===== config.mk =====
export PLATFORM = sky130hd
export DESIGN_NAME = jk_excitation_driver_flat
export DESIGN_NICKNAME = d
export VERILOG_FILES = /design/src/rtl/jk_excitation_driver_if.sv /design/src/rtl/jk_excitation_driver.sv /design/src/flat_wrapper.sv
export SDC_FILE = /design/constraint.sdc
export NUM_CORES = 1
export LEC_CHECK = 0
export ABC_AREA = 1
export ABC_CLOCK_PERIOD_IN_PS = 3000
export CORE_MARGIN = 2
export CORE_UTILIZATION = 36
export DETAILED_ROUTE_END_ITERATION = 8
export MAX_ROUTING_LAYER = met4
export SYNTH_ARGS = -nofsm -noshare
export SYNTH_HDL_FRONTEND = slang
export SYNTH_SLANG_ARGS = --single-unit
export TNS_END_PERCENT = 30

===== constraint.sdc =====
create_clock -name Clk -period 3 [get_ports Clk]
set_input_delay 0.6 -clock Clk [delete_from_list [all_inputs] [get_ports Clk]]
set_output_delay 0.6 -clock Clk [all_outputs]
set_load 0.01 [all_outputs]

===== src/rtl/jk_excitation_driver_if.sv =====
// jk_excitation_driver_if
//   Groups the signals between the stimulus source, the JK excitation driver
//   and the external JK flip-flop bank.
//   in_valid/in_target/in_ready : target-word handshake
//   Q                           : fed-back state of the JK bank
//   J/K                         : excitation inputs driven to the bank
//   done/match/err/err_cnt      : transaction status
//   slave  : the driver's view; master : the stimulus/bank side.
interface jk_excitation_driver_if #(
  parameter int unsigned N     = 4,
  parameter int unsigned CNT_W = 8
);
  logic             in_valid;
  logic [N-1:0]     in_target;
  logic             in_ready;
  logic [N-1:0]     Q;
  logic [N-1:0]     J;
  logic [N-1:0]     K;
  logic             done;
  logic             match;
  logic             err;
  logic [CNT_W-1:0] err_cnt;

  modport slave (
    input  in_valid, in_target, Q,
    output in_ready, J, K, done, match, err, err_cnt
  );

  modport master (
    output in_valid, in_target, Q,
    input  in_ready, J, K, done, match, err, err_cnt
  );
endinterface


===== src/rtl/jk_excitation_driver.sv =====
// jk_excitation_driver
//   Drives J/K from the JK excitation table so that an external N-bit JK
//   bank reaches a requested target word on the next edge, then checks the
//   fed-back Q, re-drives on mismatch and reports done/match/err.
//   Clk   : clock, all state on posedge
//   Rst_n : asynchronous active-low reset
//   bus   : handshake, bank feedback/drive and status (see interface)
module jk_excitation_driver #(
  parameter int unsigned N         = 4,
  parameter bit          DC_MODE   = 1'b0,
  parameter int unsigned MAX_RETRY = 2,
  parameter int unsigned CNT_W     = 8
) (
  input  logic                  Clk,
  input  logic                  Rst_n,
  jk_excitation_driver_if.slave bus
);

  localparam int unsigned RW = (MAX_RETRY > 0) ? $clog2(MAX_RETRY + 1) : 1;

  typedef enum logic [1:0] {IDLE, DRIVE, CHECK} state_t;

  state_t           state_q, state_d;
  logic [N-1:0]     j_q, j_d, k_q, k_d;
  logic [N-1:0]     tgt_q, tgt_d;
  logic [RW-1:0]    retry_q, retry_d;
  logic             done_q, done_d, match_q, match_d, err_q, err_d;
  logic [CNT_W-1:0] cnt_q, cnt_d;

  logic [N-1:0]     dc;
  logic [N-1:0]     exc_tgt, exc_j, exc_k;

  assign dc = DC_MODE ? '1 : '0;

  // Excitation table in vector form: a bit at 0 needs J=T (K don't-care),
  // a bit at 1 needs K=~T (J don't-care). The load target is the incoming
  // word on accept and the latched word on a retry reload.
  always_comb begin
    exc_tgt = (state_q == IDLE) ? bus.in_target : tgt_q;
    exc_j   = (~bus.Q & exc_tgt) | (bus.Q & dc);
    exc_k   = (bus.Q & ~exc_tgt) | (~bus.Q & dc);
  end

  always_comb begin
    state_d = state_q;
    j_d     = '0;
    k_d     = '0;
    tgt_d   = tgt_q;
    retry_d = retry_q;
    done_d  = 1'b0;
    match_d = 1'b0;
    err_d   = 1'b0;
    cnt_d   = cnt_q;
    unique case (state_q)
      IDLE: begin
        if (bus.in_valid) begin
          tgt_d   = bus.in_target;
          j_d     = exc_j;
          k_d     = exc_k;
          retry_d = '0;
          state_d = DRIVE;
        end
      end
      DRIVE: begin
        state_d = CHECK;
      end
      CHECK: begin
        if (bus.Q == tgt_q) begin
          done_d  = 1'b1;
          match_d = 1'b1;
          state_d = IDLE;
        end else if (32'(retry_q) < MAX_RETRY) begin
          retry_d = retry_q + 1'b1;
          j_d     = exc_j;
          k_d     = exc_k;
          state_d = DRIVE;
        end else begin
          done_d  = 1'b1;
          err_d   = 1'b1;
          if (cnt_q != '1) cnt_d = cnt_q + 1'b1;
          state_d = IDLE;
        end
      end
      default: state_d = IDLE;
    endcase
  end

  always_ff @(posedge Clk or negedge Rst_n) begin
    if (!Rst_n) begin
      state_q <= IDLE;
      j_q     <= '0;
      k_q     <= '0;
      tgt_q   <= '0;
      retry_q <= '0;
      done_q  <= 1'b0;
      match_q <= 1'b0;
      err_q   <= 1'b0;
      cnt_q   <= '0;
    end else begin
      state_q <= state_d;
      j_q     <= j_d;
      k_q     <= k_d;
      tgt_q   <= tgt_d;
      retry_q <= retry_d;
      done_q  <= done_d;
      match_q <= match_d;
      err_q   <= err_d;
      cnt_q   <= cnt_d;
    end
  end

  assign bus.in_ready = (state_q == IDLE);
  assign bus.J        = j_q;
  assign bus.K        = k_q;
  assign bus.done     = done_q;
  assign bus.match    = match_q;
  assign bus.err      = err_q;
  assign bus.err_cnt  = cnt_q;

endmodule


===== src/flat_wrapper.sv =====
// flat-port wrapper written by rule: the top's interface ports become plain ports
module jk_excitation_driver_flat 
#(
  parameter int unsigned N         = 4,
  parameter bit          DC_MODE   = 1'b0,
  parameter int unsigned MAX_RETRY = 2,
  parameter int unsigned CNT_W     = 8
)
  (Clk, Rst_n, bus_in_valid, bus_in_target, bus_Q, bus_in_ready, bus_J, bus_K, bus_done, bus_match, bus_err, bus_err_cnt);
  jk_excitation_driver_if #(.N(N), .CNT_W(CNT_W)) bus_i ();
  input  logic Clk;
  input  logic Rst_n;
  input wire logic [$bits(bus_i.in_valid)-1:0] bus_in_valid;
  input wire logic [$bits(bus_i.in_target)-1:0] bus_in_target;
  input wire logic [$bits(bus_i.Q)-1:0] bus_Q;
  output wire logic [$bits(bus_i.in_ready)-1:0] bus_in_ready;
  output wire logic [$bits(bus_i.J)-1:0] bus_J;
  output wire logic [$bits(bus_i.K)-1:0] bus_K;
  output wire logic [$bits(bus_i.done)-1:0] bus_done;
  output wire logic [$bits(bus_i.match)-1:0] bus_match;
  output wire logic [$bits(bus_i.err)-1:0] bus_err;
  output wire logic [$bits(bus_i.err_cnt)-1:0] bus_err_cnt;
  assign bus_i.in_valid = bus_in_valid;
  assign bus_i.in_target = bus_in_target;
  assign bus_i.Q = bus_Q;
  assign bus_in_ready = bus_i.in_ready;
  assign bus_J = bus_i.J;
  assign bus_K = bus_i.K;
  assign bus_done = bus_i.done;
  assign bus_match = bus_i.match;
  assign bus_err = bus_i.err;
  assign bus_err_cnt = bus_i.err_cnt;
  jk_excitation_driver #(.N(N), .DC_MODE(DC_MODE), .MAX_RETRY(MAX_RETRY), .CNT_W(CNT_W)) u_core (.Clk(Clk), .Rst_n(Rst_n), .bus(bus_i));
endmodule

; Word level (Yosys, flattened, before mapping)
; Index checks and enable logic that the tools add are counted.
; W data, S select, Z words.
[word_totals]
reg_bits = 27
output_inout_bits = 20
word_cells = 54
[op_classes]
n_addsub = 2
order_cmp = 1
eq_ne = 7
mux = 24
bitwise_logic = 6
reduce_logical = 5
[op_table]
columns = operator, n
row1 = $mux W4, 7
row2 = $pmux W4 S2, 2
row3 = $mux W2, 5
row4 = $add A8 B1 Y8 const B, 1
row5 = $and A4 B4 Y4, 2
row6 = $mux W1, 8
row7 = $ne A8 B8 Y1 const B, 1
row8 = $not A4 Y4, 2
row9 = $reduce_and A4 Y1, 2
row10 = $pmux W2 S3, 1
row11 = $eq A4 B4 Y1, 1
row12 = $ne A2 B2 Y1 const B, 2
row13 = $pmux W2 S2, 1
row14 = $add A2 B1 Y2 const B, 1
row15 = $eq A2 B1 Y1 const B, 1
row16 = $eq A2 B2 Y1 const B, 1
row17 = $logic_not A2 Y1, 1
row18 = $lt A2 B2 Y1 const B, 1
row19 = $ne A2 B1 Y1 const B, 1
row20 = $not A1 Y1, 2
row21 = $reduce_and A2 Y1, 1
row22 = $reduce_bool A2 Y1, 1

; Depth between registers and ports, before layout
; Gate-level depths: netlist of the first run.
[logic_depth]
ltp_word = 7
ltp_mapped = 9
depth_no_buf = 9

; Worst setup path before layout of the first run
; OpenSTA, ideal clock, no wires.
[synth_timing]
path_type = input-to-reg
start = input bus_Q[1]
end = register u_core.cnt_q[6], in the netlist u_core.bus.err_cnt[6]
arrival_ns = 1.239
required_ns = 2.881
path_slack_ns = 1.642
path_stages = 8
path_buffers = 1
cell_sequence = inv_1 > nand2_1 > nand2_1 > nor2_4 > nand2_4 > buf_4 > nand4_1 > nand2_1
[synth_between]
elab_chain_len = 3
[synth_lines]
columns = item, line
row1 = start: declaration, flat_wrapper.sv:15  ; input wire logic [$bits(bus_i.Q)-1:0] bus_Q;
row2 = $eq A4 B4 Y1, jk_excitation_driver.sv:68  ; if (bus.Q == tgt_q) begin
row3 = $not A1 Y1 (no line), -
row4 = $reduce_and A4 Y1 (no line), -
row5 = end signal: assignment, jk_excitation_driver.sv:108  ; cnt_q <= cnt_d;
row6 = end: declaration, jk_excitation_driver.sv:28  ; logic [CNT_W-1:0] cnt_q, cnt_d;
; No other way between the ends.
; A chain may end at the register's enable or synchronous reset.

; Worst setup path after layout of the first run
[layout_timing]
start = register u_core.state_q[1]
end = output bus_in_ready
[layout_between]
elab_chain_len = 1
[layout_lines]
columns = item, line
row1 = start: declaration, jk_excitation_driver.sv:23  ; state_t state_q, state_d;
row2 = start signal: assignment, jk_excitation_driver.sv:100  ; state_q <= state_d;
row3 = $logic_not A2 Y1, jk_excitation_driver.sv:112  ; assign bus.in_ready = (state_q == IDLE);
row4 = end: declaration, flat_wrapper.sv:16  ; output wire logic [$bits(bus_i.in_ready)-1:0] bus_in_ready;
; No other way between the ends.

==> summary.txt, run 1 <==
clock-pin slew on the worst setup and hold paths = 0.09 ns
Worst Reg2Reg Path Length in Cells = 5
Max-cap violations = 0
Clock Latency Late Sink = 0.27 ns
CP Launch Point = u_core.state_q[1]
skew final = 0.00408 ns
clk sink count = 27
#FFs+latches synth = 27
CP required = 2.40 ns
PostCTS Resize Cnt = 0
Synth cell types = 28
Final Hold Viols = 0
Max-slew headroom = 77.3%
Num CTS Buffers = 3
top post-synthesis cells by area = dfrtp_1, nand2_1, a21oi_2
top_reg_cell synth = dfrtp_1
CP Cell Sequence = nor2_4, clkdlybuf4s50_1
Global Route Usage Sum = 14.0%
fin crit share = 72.1%
WL met1 = 1170 um
Synth-to-Final Area Change = 24.3%
gr ovfl total = 0
CP Capture Type = primary output
Setup-failing EPs final = 0
initial antenna violation count = 0
clock root buffer master = clkbuf_8
PwrDens = 682 nW/um^2
Ys Warns = 0
critical path's slowest cell = clkdlybuf4s50_1
top-area cell type share of the netlist area = 45.3%
Pins Over Slew Limit = 0
cell accounting for the most synthesized area = dfrtp_1
status = finished, final reports clean
CTS tree = built
met2 wire length = 1370 um
Max Clock Freq = 462 MHz
global-route wire length before repair = 4720 um
Initial Utilization = 37.3%
routability cong. = 0.818
sequential fraction of the synthesis area = 45.3%
Crit Path Class = flop to primary output
fin nets = 212
# rows = 23
R2R Setup Slk = 1.63 ns
diodes inserted = 0
largest net degree at the start of global routing = 28
Core Footprint = 4000 sq um
most frequent cell after synthesis = nand2_1
Post-DP HPWL = 2060 um
total power = 1.26 mW
Worst Path Max Fanout = 10
RSZ-0062 raised after global routing = false
DR vias/cell = 4.69
syn nets = 182
CP startpoint kind = flop
Sum Neg Setup Slack = 0 ns
# Post-CTS Setup Buffers = 0
Buffers on Ports = 30
syn_area_per_cell = 8.77 sq um
worst reg2reg startpoint = u_core.bus.err_cnt[0]
number of flops mapped to enable cells by yosys = 0
Routed WL per cell = 10.8 um
Worst path max stage delay = 0.59 ns
met3 WL = 112 um
die area = 4670 sq um
DR iter-0 viols = 101
WP data arrival = 1.56 ns
clk buf depth = 2
crit path time final = 2.16 ns
routed vias = 1169
H-Tree Depth = 1
DRT antenna net count = 0
count of hold-fix buffers inserted at cts = 0
Pleak = 0.885 nW
1st-pass router iterations = 4
DRC viols = 0
reg-to-reg critical path endpoint = u_core.bus.err_cnt[5]
worst-margin pin slew = 0.341 ns
Routed WL = 2700 um
Async SR Flop Fraction = 100%
Die Wd = 68.3 um
top post-synthesis cells by count = nand2_1, dfrtp_1, inv_1, a21oi_2, nand4_1
Chip Height = 68.3 um
boundary pin count = 31
ratio of cells with drive above 1 in the final layout = 17.1%
CP Capture Point = bus_in_ready
Post-Syn Area = 1490 sq um
vias in the first global route = 1109
Synth Instances = 170
Worst Hold Class = flop to flop
peak supply drop = 0.000363 V
top layer in use = met4
## how the worst min path moves through the flow
stage	startpoint	to	slack, ns	cells past startpoint
2_1_floorplan	Rst_n	u_core.bus.J[0]	0.30	0
3_3_place_gp	u_core.state_q[1]	u_core.state_q[1]	0.51	1
3_5_place_dp	u_core.state_q[1]	u_core.state_q[1]	0.53	1
4_1_cts	u_core.state_q[1]	u_core.state_q[1]	0.54	1
5_1_grt	u_core.state_q[1]	u_core.state_q[1]	0.57	1
6_report	u_core.state_q[1]	u_core.state_q[1]	0.53	1
## cell type report
cell class	instances	area (sq um)
fill	383	2150
multi-input combinational	120	697
sequential	27	676
timing repair buffer	31	308
inverter	17	63.8
tap	50	62.6
clock buffer	4	45.0
## state kept, by name, summed over array words and instances (netlist names)
name	count
u_core.tgt_q	4
u_core.state_q	2
u_core.bus.done	1
u_core.bus.match	1
u_core.bus.K	4
u_core.bus.J	4
u_core.bus.err	1
u_core.retry_q	2
u_core.bus.err_cnt	8
## critical path: cells and delay by family (launching register included)
kind | cells | cell delay (ns)
flip-flops | 1 | 0.44
buffers and inverters | 1 | 0.59
AND/OR/NAND/NOR | 1 | 0.27
## placed cells by master, fill, tap and decap left out, drive strengths merged
cell / netlist / routed
a21oi: 12 / 12
nand3: 8 / 8
nand4: 11 / 11
buf: 6 / 1
ha: 1 / 1
clkdlybuf4s50: 0 / 30
nor2: 15 / 15
or2: 4 / 4
inv: 17 / 17
xnor2: 2 / 2
nand2: 59 / 59
clkbuf: 0 / 4
dfrtp: 27 / 27
o21ai: 6 / 6
xor2: 1 / 1
nor3b: 1 / 1
## cells by family after synthesis
kind of cell               count (synthesis)  share of synthesized area [%]
AOI/OAI and AO/OA                         18                           8.56
DFF                                       27                           45.3
adders and majority gates                  1                          0.839
buffers and inverters                     23                           7.89
xor gates and xnor gates                   3                           1.76
and+or+nand+nor                           98                           35.6
## per-layer routing
metal / vias to the layer above / global-route usage, %
met1: 535 / 16.2
met2: 31 / 24.0
met5: - / -
met3: 5 / 2.14
met4: 0 / 6.00
li1: 598 / -
## power by group
group	switching, mW	total, mW	internal, mW
combinational	0.331	0.555	0.223
clock	0.105	0.200	0.0950
sequential	0.0618	0.509	0.447
total	0.498	1.26	0.766
## through the flow
step / cells / setup WS [ns] / cell area [sq um] / util (%) / hold WS, ns
finish: 249 / 0.836 / 1850 / 46.3 / 0.531
global route: 249 / 0.746 / 1850 / 46.3 / 0.574
CTS: 249 / 0.812 / 1850 / 46.3 / 0.541
detailed placement: 245 / 0.894 / 1810 / 45.2 / 0.526
global placement: 245 / 0.965 / 1810 / 45.2 / 0.511
floorplan: 170 / 1.64 / 1490 / - / 0.304
Note: power is estimated with default switching activity, not from simulation.
==> inputs of run 2 (changes only) <==
--- a/config.mk
+++ b/config.mk
@@ -6,7 +6,7 @@
 export NUM_CORES = 1
 export LEC_CHECK = 0
 export ABC_AREA = 1
-export ABC_CLOCK_PERIOD_IN_PS = 3000
+export ABC_CLOCK_PERIOD_IN_PS = 2200
 export CORE_MARGIN = 2
 export CORE_UTILIZATION = 36
 export DETAILED_ROUTE_END_ITERATION = 8
==> constraint.sdc (replaced) <==
create_clock -name Clk -period 2.2 [get_ports Clk]
set_input_delay 0.44 -clock Clk [delete_from_list [all_inputs] [get_ports Clk]]
set_output_delay 0.44 -clock Clk [all_outputs]
set_load 0.01 [all_outputs]
==> results of run 2 <==
The final DEF is identical to that of run 1. Status: finished, final reports clean.
Main changes from that run: setup slack after placement 0.894 ns -> 0.254 ns; setup slack after layout 0.836 ns -> 0.196 ns; register-to-register setup slack 1.63 ns -> 0.83 ns; total power 1.26 mW -> 1.72 mW; worst IR drop on VDD 0.000363 V -> 0.000496 V
==> inputs of run 3 (changes only) <==
--- a/config.mk
+++ b/config.mk
@@ -6,7 +6,7 @@
 export NUM_CORES = 1
 export LEC_CHECK = 0
 export ABC_AREA = 1
-export ABC_CLOCK_PERIOD_IN_PS = 2200
+export ABC_CLOCK_PERIOD_IN_PS = 1770
 export CORE_MARGIN = 2
 export CORE_UTILIZATION = 36
 export DETAILED_ROUTE_END_ITERATION = 8
==> constraint.sdc (replaced) <==
create_clock -name Clk -period 1.77 [get_ports Clk]
set_input_delay 0.354 -clock Clk [delete_from_list [all_inputs] [get_ports Clk]]
set_output_delay 0.354 -clock Clk [all_outputs]
set_load 0.01 [all_outputs]
==> run 3 against run 2 <==
Compared with the run above: total power grew 29%; via count unchanged; clock skew fell by 0.0023 ns; cell count grew 1.6%; critical path depth stayed put; combinational power up 35%; sequential power increased by 25%; die area stayed put; largest cell class unchanged.
==> summary.txt, run 3 (same netlist as run 1, synthesis figures left out) <==
Post-DP HPWL = 2130 um
peak supply drop = 0.000563 V
commonest non-fill, non-tap cells in the layout = nand2_1, clkdlybuf4s50_1, dfrtp_1
leading cell type in the layout, fill and taps excluded = nand2_1
routability cong. = 0.865
clock root buffer master = clkbuf_8
RSZ-0062 raised after global routing = false
max reg flops = 8
DR iter-0 viols = 27
Setup-failing EPs final = 0
CP startpoint kind = flop
Final Hold Viols = 0
worst slack, placed = 0.0178 ns
H-Tree Depth = 1
Storage cell area = 679 sq um
area taken by multi-input logic gates = 697 sq um
Final Instance Area = 1900 sq um
routed vias = 1169
crit path time final = 1.72 ns
WP data arrival = 1.37 ns
fin crit share = 97.2%
Routed WL per cell = 10.8 um
DR vias/cell = 4.62
fin nets = 216
DRC viols = 0
Routed WL = 2740 um
Sum Neg Setup Slack = 0 ns
CP Capture Type = primary output
setup slack after layout = 0.0497 ns
vias in the first global route = 1141
CP required = 1.42 ns
Die Wd = 68.3 um
fill count = 399
ratio of cells with drive above 1 in the final layout = 20.2%
Core Footprint = 4000 sq um
Pins Over Slew Limit = 0
Worst Hold Class = primary input to async pin
gr ovfl total = 0
Pleak = 0.905 nW
die area = 4670 sq um
Placed Area = 1850 sq um
Crit Path Class = flop to primary output
DRT antenna net count = 0
Buffers on Ports = 30
Initial Utilization = 37.3%
total power = 2.22 mW
clk sink count = 27
Max Clock Freq = 581 MHz
Max-slew headroom = 77.9%
# rows = 23
Max-cap violations = 0
diodes inserted = 0
R2R Setup Slk = 0.37 ns
global-route wire length before repair = 4980 um
Clock Latency Late Sink = 0.27 ns
# Post-CTS Setup Buffers = 0
CTS tree = built
clk buf depth = 2
status = finished, final reports clean
largest net degree at the start of global routing = 28
Synth-to-Final Area Change = 27.4%
PwrDens = 1170 nW/um^2
Global Route Usage Sum = 14.5%
1st-pass router iterations = 4
boundary pin count = 31
skew final = 0.00182 ns
worst-margin pin slew = 0.332 ns
Chip Height = 68.3 um
Num CTS Buffers = 3
Worst Path Max Fanout = 3
initial antenna violation count = 0
clock-pin slew on the worst setup and hold paths = 0.08 ns
run 3: cell count changes in the layout (fill, tap and decap cells not counted):
cell	before	now
buf_4	1	4
dfrtp_1	27	24
dfrtp_2	0	3
buf_12	0	1
run 3: metal layers:
metal / GRT usage (%) / part of all wire, % / wire length (um) / up-vias
met5: - / 0 / 0 / -
met4: 4.50 / 0.99 / 27 / 0
met3: 1.97 / 3.8 / 105 / 4
met2: 24.6 / 51 / 1390 / 24
met1: 17.8 / 44 / 1220 / 535
li1: - / - / - / 606
run 3: report_power, final:
group          leakage [nW]  switching, mW  internal [mW]  total [mW]
clock network        0.0228          0.174          0.161       0.335
logic                 0.527          0.571          0.444        1.02
registers             0.355          0.107          0.761       0.868
total                 0.905          0.852           1.37        2.22
run 3: final cells by class:
type / count / share of cell area (%)
repair buffers: 35 / 18.5
multi-input cells: 120 / 36.7
flip-flops and latches: 27 / 35.8
well taps: 50 / 3.30
clock buffers: 4 / 2.37
inverters: 17 / 3.36
run 3: final timing paths:
path / startpoint / cells after the start / endpoint
setup reg to reg: u_core.bus.err_cnt[1] / 5 / u_core.bus.err_cnt[6]
max in group asynchronous: Rst_n / 2 / u_core.state_q[1]
min in group Clk: u_core.state_q[1] / 1 / u_core.state_q[1]
hold / removal: Rst_n / 2 / u_core.bus.err_cnt[0]
setup / recovery: u_core.state_q[1] / 2 / bus_in_ready
hold reg to reg: u_core.state_q[1] / 1 / u_core.state_q[1]
run 3: critical path, stage by stage, from the launching register on:
cell	delay [ns]
dfrtp_2	0.44
nor2_4	0.11
clkdlybuf4s50_1	0.54
run 3: timing repair:
action                                 CTS  global route
hold buffers                             0             0
endpoints found under the hold margin    0             0
resized for setup                        0             3
setup endpoints to repair                0             3
run 3: per-stage QoR:
step,instances,hold WS (ns),util (%)
finish,253,0.462,47.5
global route,253,0.483,47.5
CTS,253,0.468,47.4
detailed placement,249,0.516,46.2
global placement,249,0.511,46.2
floorplan,170,0.0584,-
